==> src/rtl/seq_alu_pkg.sv <==
// Shared op codes and FSM state encoding for the registered sequential ALU.
package seq_alu_pkg;

  localparam logic [3:0] OP_AND   = 4'b0000;
  localparam logic [3:0] OP_OR    = 4'b0001;
  localparam logic [3:0] OP_ADD   = 4'b0010;
  localparam logic [3:0] OP_XOR   = 4'b0100;
  localparam logic [3:0] OP_NOR   = 4'b0101;
  localparam logic [3:0] OP_SUB   = 4'b0110;
  localparam logic [3:0] OP_SLT   = 4'b0111;
  localparam logic [3:0] OP_MULTU = 4'b1000;
  localparam logic [3:0] OP_DIVU  = 4'b1001;
  localparam logic [3:0] OP_SLTU  = 4'b1111;

  typedef enum logic [1:0] {
    ST_IDLE = 2'd0,
    ST_MUL  = 2'd1,
    ST_DIV  = 2'd2,
    ST_FIN  = 2'd3
  } state_t;

endpackage

==> src/rtl/seq_muldiv.sv <==
// Iterative unsigned shift-add multiplier / restoring divider sharing one
// accumulator, shift register and iteration counter.
module seq_muldiv #(
  parameter int WIDTH = 32,
  parameter int CNT_W = $clog2(WIDTH) + 1
) (
  input  logic             clk,
  input  logic             reset,
  input  logic             load,
  input  logic             op,
  input  logic             run,
  input  logic [WIDTH-1:0] a,
  input  logic [WIDTH-1:0] b,
  output logic             done,
  output logic [WIDTH-1:0] hi_nxt,
  output logic [WIDTH-1:0] lo_nxt,
  output logic [WIDTH-1:0] dvd
);

  logic [WIDTH-1:0] acc_q;
  logic [WIDTH-1:0] sreg_q;
  logic [WIDTH-1:0] opnd_q;
  logic             op_q;
  logic [CNT_W-1:0] cnt_q;
  logic [WIDTH:0]   add_w;
  logic [WIDTH:0]   shl_w;
  logic [WIDTH:0]   sub_w;

  assign dvd  = sreg_q;
  assign done = run && (cnt_q == CNT_W'(WIDTH - 1));

  // One iteration: {acc,sreg} forms the product (mul) or remainder:quotient (div)
  always_comb begin
    add_w  = {1'b0, acc_q} + {1'b0, opnd_q};
    shl_w  = {acc_q, sreg_q[WIDTH-1]};
    sub_w  = shl_w - {1'b0, opnd_q};
    hi_nxt = acc_q;
    lo_nxt = sreg_q;
    if (!op_q) begin
      if (sreg_q[0]) begin
        hi_nxt = add_w[WIDTH:1];
        lo_nxt = {add_w[0], sreg_q[WIDTH-1:1]};
      end else begin
        hi_nxt = {1'b0, acc_q[WIDTH-1:1]};
        lo_nxt = {acc_q[0], sreg_q[WIDTH-1:1]};
      end
    end else if (!sub_w[WIDTH]) begin
      hi_nxt = sub_w[WIDTH-1:0];
      lo_nxt = {sreg_q[WIDTH-2:0], 1'b1};
    end else begin
      hi_nxt = shl_w[WIDTH-1:0];
      lo_nxt = {sreg_q[WIDTH-2:0], 1'b0};
    end
  end

  // Datapath registers: contents are don't-care until the next load
  always_ff @(posedge clk) begin
    if (load) begin
      acc_q  <= '0;
      sreg_q <= op ? a : b;
      opnd_q <= op ? b : a;
    end else if (run) begin
      acc_q  <= hi_nxt;
      sreg_q <= lo_nxt;
    end
  end

  always_ff @(posedge clk or posedge reset) begin
    if (reset) begin
      op_q  <= 1'b0;
      cnt_q <= '0;
    end else if (load) begin
      op_q  <= op;
      cnt_q <= '0;
    end else if (run) begin
      cnt_q <= cnt_q + 1'b1;
    end
  end

endmodule

==> src/rtl/seq_alu.sv <==
// Registered ALU with start/busy/done handshake and iterative MULTU/DIVU.
// Optional signed ADD/SUB overflow flag when SEQ_ALU_OVERFLOW_EN is defined.
module seq_alu
  import seq_alu_pkg::*;
#(
  parameter int WIDTH = 32,
  parameter int CNT_W = $clog2(WIDTH) + 1
) (
  input  logic             clk,
  input  logic             reset,
  input  logic             start,
  input  logic [3:0]       alucontrol,
  input  logic [WIDTH-1:0] srca,
  input  logic [WIDTH-1:0] srcb,
  output logic [WIDTH-1:0] aluresult,
  output logic             zero,
  output logic [WIDTH-1:0] hi,
  output logic [WIDTH-1:0] lo,
  output logic             busy,
  output logic             done
`ifdef SEQ_ALU_OVERFLOW_EN
  ,
  output logic             overflow
`endif
);

  state_t                  state_q, state_d;
  logic                    md_load, md_op, md_run, md_done;
  logic                    issue_single, dz_issue, dz_q;
  logic [WIDTH-1:0]        md_hi, md_lo, md_dvd;
  logic [WIDTH-1:0]        sum_p0, diff_p0, res_p0;
  logic signed [WIDTH-1:0] sa_p0, sb_p0;

  assign sa_p0   = srca;
  assign sb_p0   = srcb;
  assign sum_p0  = srca + srcb;
  assign diff_p0 = srca - srcb;
  assign md_run  = (state_q == ST_MUL) || (state_q == ST_DIV);
  assign busy    = md_run;

  always_comb begin
    res_p0 = '0;
    case (alucontrol)
      OP_AND:  res_p0 = srca & srcb;
      OP_OR:   res_p0 = srca | srcb;
      OP_ADD:  res_p0 = sum_p0;
      OP_SUB:  res_p0 = diff_p0;
      OP_XOR:  res_p0 = srca ^ srcb;
      OP_NOR:  res_p0 = ~(srca | srcb);
      OP_SLT:  res_p0 = {{(WIDTH-1){1'b0}}, (sa_p0 < sb_p0)};
      OP_SLTU: res_p0 = {{(WIDTH-1){1'b0}}, (srca < srcb)};
      default: res_p0 = '0;
    endcase
  end

`ifdef SEQ_ALU_OVERFLOW_EN
  logic ovf_p0;

  function automatic logic add_ovf(input logic [WIDTH-1:0] a, b, s);
    return (a[WIDTH-1] == b[WIDTH-1]) && (s[WIDTH-1] != a[WIDTH-1]);
  endfunction

  function automatic logic sub_ovf(input logic [WIDTH-1:0] a, b, d);
    return (a[WIDTH-1] != b[WIDTH-1]) && (d[WIDTH-1] != a[WIDTH-1]);
  endfunction

  always_comb begin
    ovf_p0 = 1'b0;
    if (alucontrol == OP_ADD) ovf_p0 = add_ovf(srca, srcb, sum_p0);
    else if (alucontrol == OP_SUB) ovf_p0 = sub_ovf(srca, srcb, diff_p0);
  end
`endif

  // Next state; divide-by-zero bypasses DIV and finishes a cycle later via FIN
  always_comb begin
    state_d      = state_q;
    md_load      = 1'b0;
    md_op        = 1'b0;
    issue_single = 1'b0;
    dz_issue     = 1'b0;
    case (state_q)
      ST_IDLE: begin
        if (start) begin
          if (alucontrol == OP_MULTU) begin
            md_load = 1'b1;
            state_d = ST_MUL;
          end else if (alucontrol == OP_DIVU) begin
            md_load = 1'b1;
            md_op   = 1'b1;
            if (srcb == '0) begin
              dz_issue = 1'b1;
              state_d  = ST_FIN;
            end else begin
              state_d = ST_DIV;
            end
          end else begin
            issue_single = 1'b1;
          end
        end
      end
      ST_MUL, ST_DIV: if (md_done) state_d = ST_FIN;
      ST_FIN:  state_d = ST_IDLE;
      default: state_d = ST_IDLE;
    endcase
  end

  seq_muldiv #(.WIDTH(WIDTH), .CNT_W(CNT_W)) u_muldiv (
    .clk    (clk),
    .reset  (reset),
    .load   (md_load),
    .op     (md_op),
    .run    (md_run),
    .a      (srca),
    .b      (srcb),
    .done   (md_done),
    .hi_nxt (md_hi),
    .lo_nxt (md_lo),
    .dvd    (md_dvd)
  );

  // Result registers: aluresult/zero/done (and overflow) always update together
  always_ff @(posedge clk or posedge reset) begin
    if (reset) begin
      state_q   <= ST_IDLE;
      aluresult <= '0;
      zero      <= 1'b1;
      hi        <= '0;
      lo        <= '0;
      done      <= 1'b0;
      dz_q      <= 1'b0;
`ifdef SEQ_ALU_OVERFLOW_EN
      overflow  <= 1'b0;
`endif
    end else begin
      state_q <= state_d;
      done    <= 1'b0;
      if (md_load) dz_q <= dz_issue;
      if (issue_single) begin
        aluresult <= res_p0;
        zero      <= (res_p0 == '0);
        done      <= 1'b1;
`ifdef SEQ_ALU_OVERFLOW_EN
        overflow  <= ovf_p0;
`endif
      end else if (md_done) begin
        hi        <= md_hi;
        lo        <= md_lo;
        aluresult <= md_lo;
        zero      <= (md_lo == '0);
        done      <= 1'b1;
`ifdef SEQ_ALU_OVERFLOW_EN
        overflow  <= 1'b0;
`endif
      end else if ((state_q == ST_FIN) && dz_q) begin
        hi        <= md_dvd;
        lo        <= '1;
        aluresult <= '1;
        zero      <= 1'b0;
        done      <= 1'b1;
`ifdef SEQ_ALU_OVERFLOW_EN
        overflow  <= 1'b0;
`endif
      end
    end
  end

endmodule

==> config.mk <==
export PLATFORM = sky130hd
export DESIGN_NAME = seq_alu
export DESIGN_NICKNAME = d
export VERILOG_FILES = /design/src/rtl/seq_alu_pkg.sv /design/src/rtl/seq_muldiv.sv /design/src/rtl/seq_alu.sv
export SDC_FILE = /design/constraint.sdc
export NUM_CORES = 1
export LEC_CHECK = 0
export ABC_CLOCK_PERIOD_IN_PS = 8000
export BUFFER_PORTS_ARGS = -buffer_cell sky130_fd_sc_hd__buf_2
export CORE_MARGIN = 10
export CORE_UTILIZATION = 50
export DETAILED_ROUTE_END_ITERATION = 10
export PLACE_DENSITY = 0.72
export RECOVER_POWER = 100
export SLEW_MARGIN = 0
export SYNTH_ARGS = -nofsm -noshare
export SYNTH_HDL_FRONTEND = slang
export SYNTH_HIERARCHICAL = 1
export SYNTH_SLANG_ARGS = --single-unit
==> constraint.sdc <==
create_clock -name clk -period 8 [get_ports clk]
set_input_delay 1.6 -clock clk [delete_from_list [all_inputs] [get_ports clk]]
set_output_delay 1.6 -clock clk [all_outputs]
set_load 0.05 [all_outputs]
==> impl_metrics.json <==
{
  "outcome": "finished, violations left",
  "violations": "capacitance limit, slew limit",
  "r2r-start": "state_q[0]",
  "report.final.hold_viol_count": 0,
  "synth_fp_nets": 2744,
  "rows": 73,
  "crit_top_cell": "nand2_1",
  "cts_hold_buf": 0,
  "synth_top_area_cell": "dfrtp_1",
  "worst_ir_drop_vdd_mv": 0.249,
  "yosysWarnings": 6,
  "synth_flop_cell": "dfrtp_1",
  "drv_slew": 329,
  "crit_path_max_incr_delay_ns": 1.74,
  "r2r_cells": 9,
  "relSlewSlack": -1.72,
  "dr_total_vias": 20300,
  "grt_overflow": 0,
  "fin_crit_ns": 6.37,
  "die_y_um": 221,
  "die_x_um": 221,
  "track_usage": 0.309,
  "viasPerCell": 6.53,
  "cts_resized": 0,
  "numCtsBuffers": 21,
  "drive_gt1_frac": 0.0826,
  "clock_latency_ns": 0.52,
  "path_class": "primary input to flip-flop",
  "detail-route-antenna-nets": 0,
  "drcViolationCount": 0,
  "cp-startpoint": "alucontrol[2]",
  "grt_pass1_vias": 19400,
  "path_max_fanout": 59,
  "start_kind": "primary input",
  "core_mm2": 0.0398,
  "path_buf_inv": 3,
  "hold_class": "flip-flop to flip-flop",
  "die_area_mm2": 0.0488,
  "stdcell_area_mm2": 0.0218,
  "r2r_end": "hi[2]",
  "grt_pass1_wl_mm": 120,
  "critPathSlowestCell": "clkbuf_1",
  "cts_root_buffer": "clkbuf_16",
  "place_congestion": 1.02,
  "synth_area_leaders": "dfrtp_1, ha_1, edfxtp_1, a21oi_1, mux2i_1",
  "dpl_cell_area_mm2": 0.0213,
  "synth.avg_cell_area_um2": 8.10,
  "io_buffers": 169,
  "start_util": 0.507,
  "clock_skew_ns": 0.00989,
  "routedWlPerCell_um": 25.9,
  "r2r_slack_ns": 2.91,
  "finalSetupTns_ns": 0,
  "path_cells": "buf_2 > nand2b_1 > nor2_1 > or2_2 > clkbuf_1 > nand2_1 > buf_4 > nand2_1 > o21ai_0",
  "rsz0062_at_grt": "no",
  "fmax_ghz": 0.157,
  "p_comb_frac": 0.634,
  "antenna_found_initial": 4,
  "synthesis.area_mm2": 0.0202,
  "maxCapViolCount": 8,
  "synth_top_area_frac": 0.133,
  "sw_frac_of_total": 0.537,
  "firstDrtPassIters": 5,
  "cts_tree": "built",
  "worst_pin_slew_ns": 4.08,
  "async_flop_share": 0.529,
  "seqPwrFrac": 0.247,
  "hpwl_mm": 62.4,
  "leakage_uw": 0.00929,
  "syn_inst": 2493,
  "yosysSeqAreaShare": 0.261,
  "setup_viol": 0,
  "drt-total-wl_mm": 80.4,
  "final_nets": 2816,
  "post_cts_buffers": 0,
  "powerDensity_mw_per_mm2": 377,
  "ys_ff_latch": 204,
  "cp_data_required_time_ns": 8.36,
  "arrival_ns": 6.73,
  "period_share": 0.797,
  "end_kind": "flip-flop",
  "crit_cells": 9,
  "synth_edf_count": 64,
  "clk_pin_slew_ns": 0.06,
  "pwr-share-clk": 0.120,
  "endpoint": "hi[2]",
  "path_delay_family": "buffers and inverters",
  "clock-sinks": 204,
  "pin_count": 170,
  "max-clock-path-buffers": 3,
  "htree_levels": 1,
  "syn_to_final_growth_pct": 7.99,
  "final_core_util": 0.548,
  "grt_max_degree": 78,
  "p_sw_uw": 4410,
  "p_int_uw": 3810,
  "drt_iter0_drc": 1933,
  "yosysUniqueCellTypes": 104
}
logic make-up (layout without fill, tap and decap cells):
kind of cell	Yosys count	count (layout)	share of synthesized area
simple gates	751	751	0.178
xor+xnor	71	71	0.0308
flops	204	204	0.261
mux	163	163	0.0849
compound gates	812	812	0.271
fa+ha+maj	180	180	0.113
buf+inv	312	398	0.0622
other cells	0	3	0
registers in the layout (all words and copies together), names as in the netlist:
register         count
aluresult           32
hi                  32
lo                  32
u_muldiv/acc_q      32
u_muldiv/dvd        32
u_muldiv/opnd_q     32
u_muldiv/cnt_q       6
state_q              2
done                 1
dz_q                 1
u_muldiv/op_q        1
zero                 1
layout by cell type (no fill, tap or decap), drive strengths merged, types with 18 or more instances in the layout:
cell / instances
clkbuf: 135
a22oi: 18
nor2: 219
o22ai: 21
o21a: 20
nand2b: 30
inv: 167
mux2: 67
nand4: 22
o211ai: 29
a21o: 41
nor2b: 28
mux2i: 96
ha: 176
nand3: 33
xnor2: 48
and3: 18
o21ai: 174
nor3: 53
xor2: 23
edfxtp: 64
a211oi: 41
nand2: 235
dfrtp: 107
a31oi: 22
nor4: 34
dfxtp: 32
a21oi: 230
buf: 84
o221ai: 24
o31ai: 19
a22o: 18
o21bai: 26
how the worst min path moves through the flow:
| stage | slack (ns) | depth (start not counted) | end | start |
|---|---|---|---|---|
| after floorplan | 0.47 | 2 | u_muldiv/acc_q[18] | u_muldiv/acc_q[18] |
| after CTS | 0.47 | 2 | lo[31] | lo[31] |
| after global placement | 0.45 | 2 | lo[31] | lo[31] |
| after detailed placement | 0.46 | 2 | lo[31] | lo[31] |
| final | 0.48 | 2 | lo[30] | lo[30] |
| after global routing | 0.50 | 2 | lo[5] | lo[5] |
metal layers:
metal	vias to the layer above	share of wire	track usage
met2	969	0.46	0.506
li1	9313	-	-
met4	2	0.042	0.117
met1	9824	0.42	0.404
met3	184	0.082	0.0430
met5	-	0.00017	0
worst reg2reg max path: stages (launching register included):
cell      delay (ns)
dfrtp_1         0.35
inv_1           0.08
ha_1            0.24
nand2_1         0.10
or2_2           0.13
clkbuf_1        1.74
nand2_1         1.41
buf_4           0.65
nand2_1         0.15
o21ai_0         0.10
per-stage QoR:
step,cells,total power (µW),setup WS [ns],hold slack (ns)
2_1_floorplan,2493,5770,3.48,0.468
3_3_place_gp,3067,7100,2.45,0.454
3_5_place_dp,3067,7190,2.46,0.459
4_1_cts,3104,8200,2.98,0.474
5_1_grt,3104,8710,1.27,0.504
6_report,3107,8220,1.63,0.475
cell type report:
class	instances	area (µm²)
sequential	204	5270
tap	525	657
clock buffer	26	564
clock inverter	11	96.3
fill	3877	18000
multi-input combinational	1977	13700
timing repair buffer	193	870
inverter	168	633
antenna	3	7.51
cells in the mapped netlist, types with 15 or more instances:
cell type	number
mux2_2	66
inv_1	165
a21oi_1	225
xor2_1	23
a21o_1	41
nand3_1	33
dfxtp_1	32
nor3_1	52
o21bai_1	26
xnor2_1	48
buf_2	29
a22o_1	18
o221ai_1	24
clkbuf_1	90
nand4_1	20
edfxtp_1	64
a22oi_1	18
a31oi_1	22
buf_1	15
o21a_1	20
mux2i_1	96
and3_1	18
nor4_1	32
a211oi_1	37
o31ai_1	17
nor2_1	218
o211ai_1	27
nor2b_1	28
o21ai_0	163
dfrtp_1	107
nand2_1	235
ha_1	176
o22ai_1	21
nand2b_1	30
power by group through the flow:
stage | sequential, µW | combinational [µW] | clock, µW
after floorplan | 2530 | 3230 | 0
after global placement | 2010 | 5100 | 0
after detailed placement | 2020 | 5180 | 0
after CTS | 2000 | 5210 | 994
after global routing | 2070 | 5610 | 1030
final | 2030 | 5210 | 982
Power figures use the tool's default switching activity.
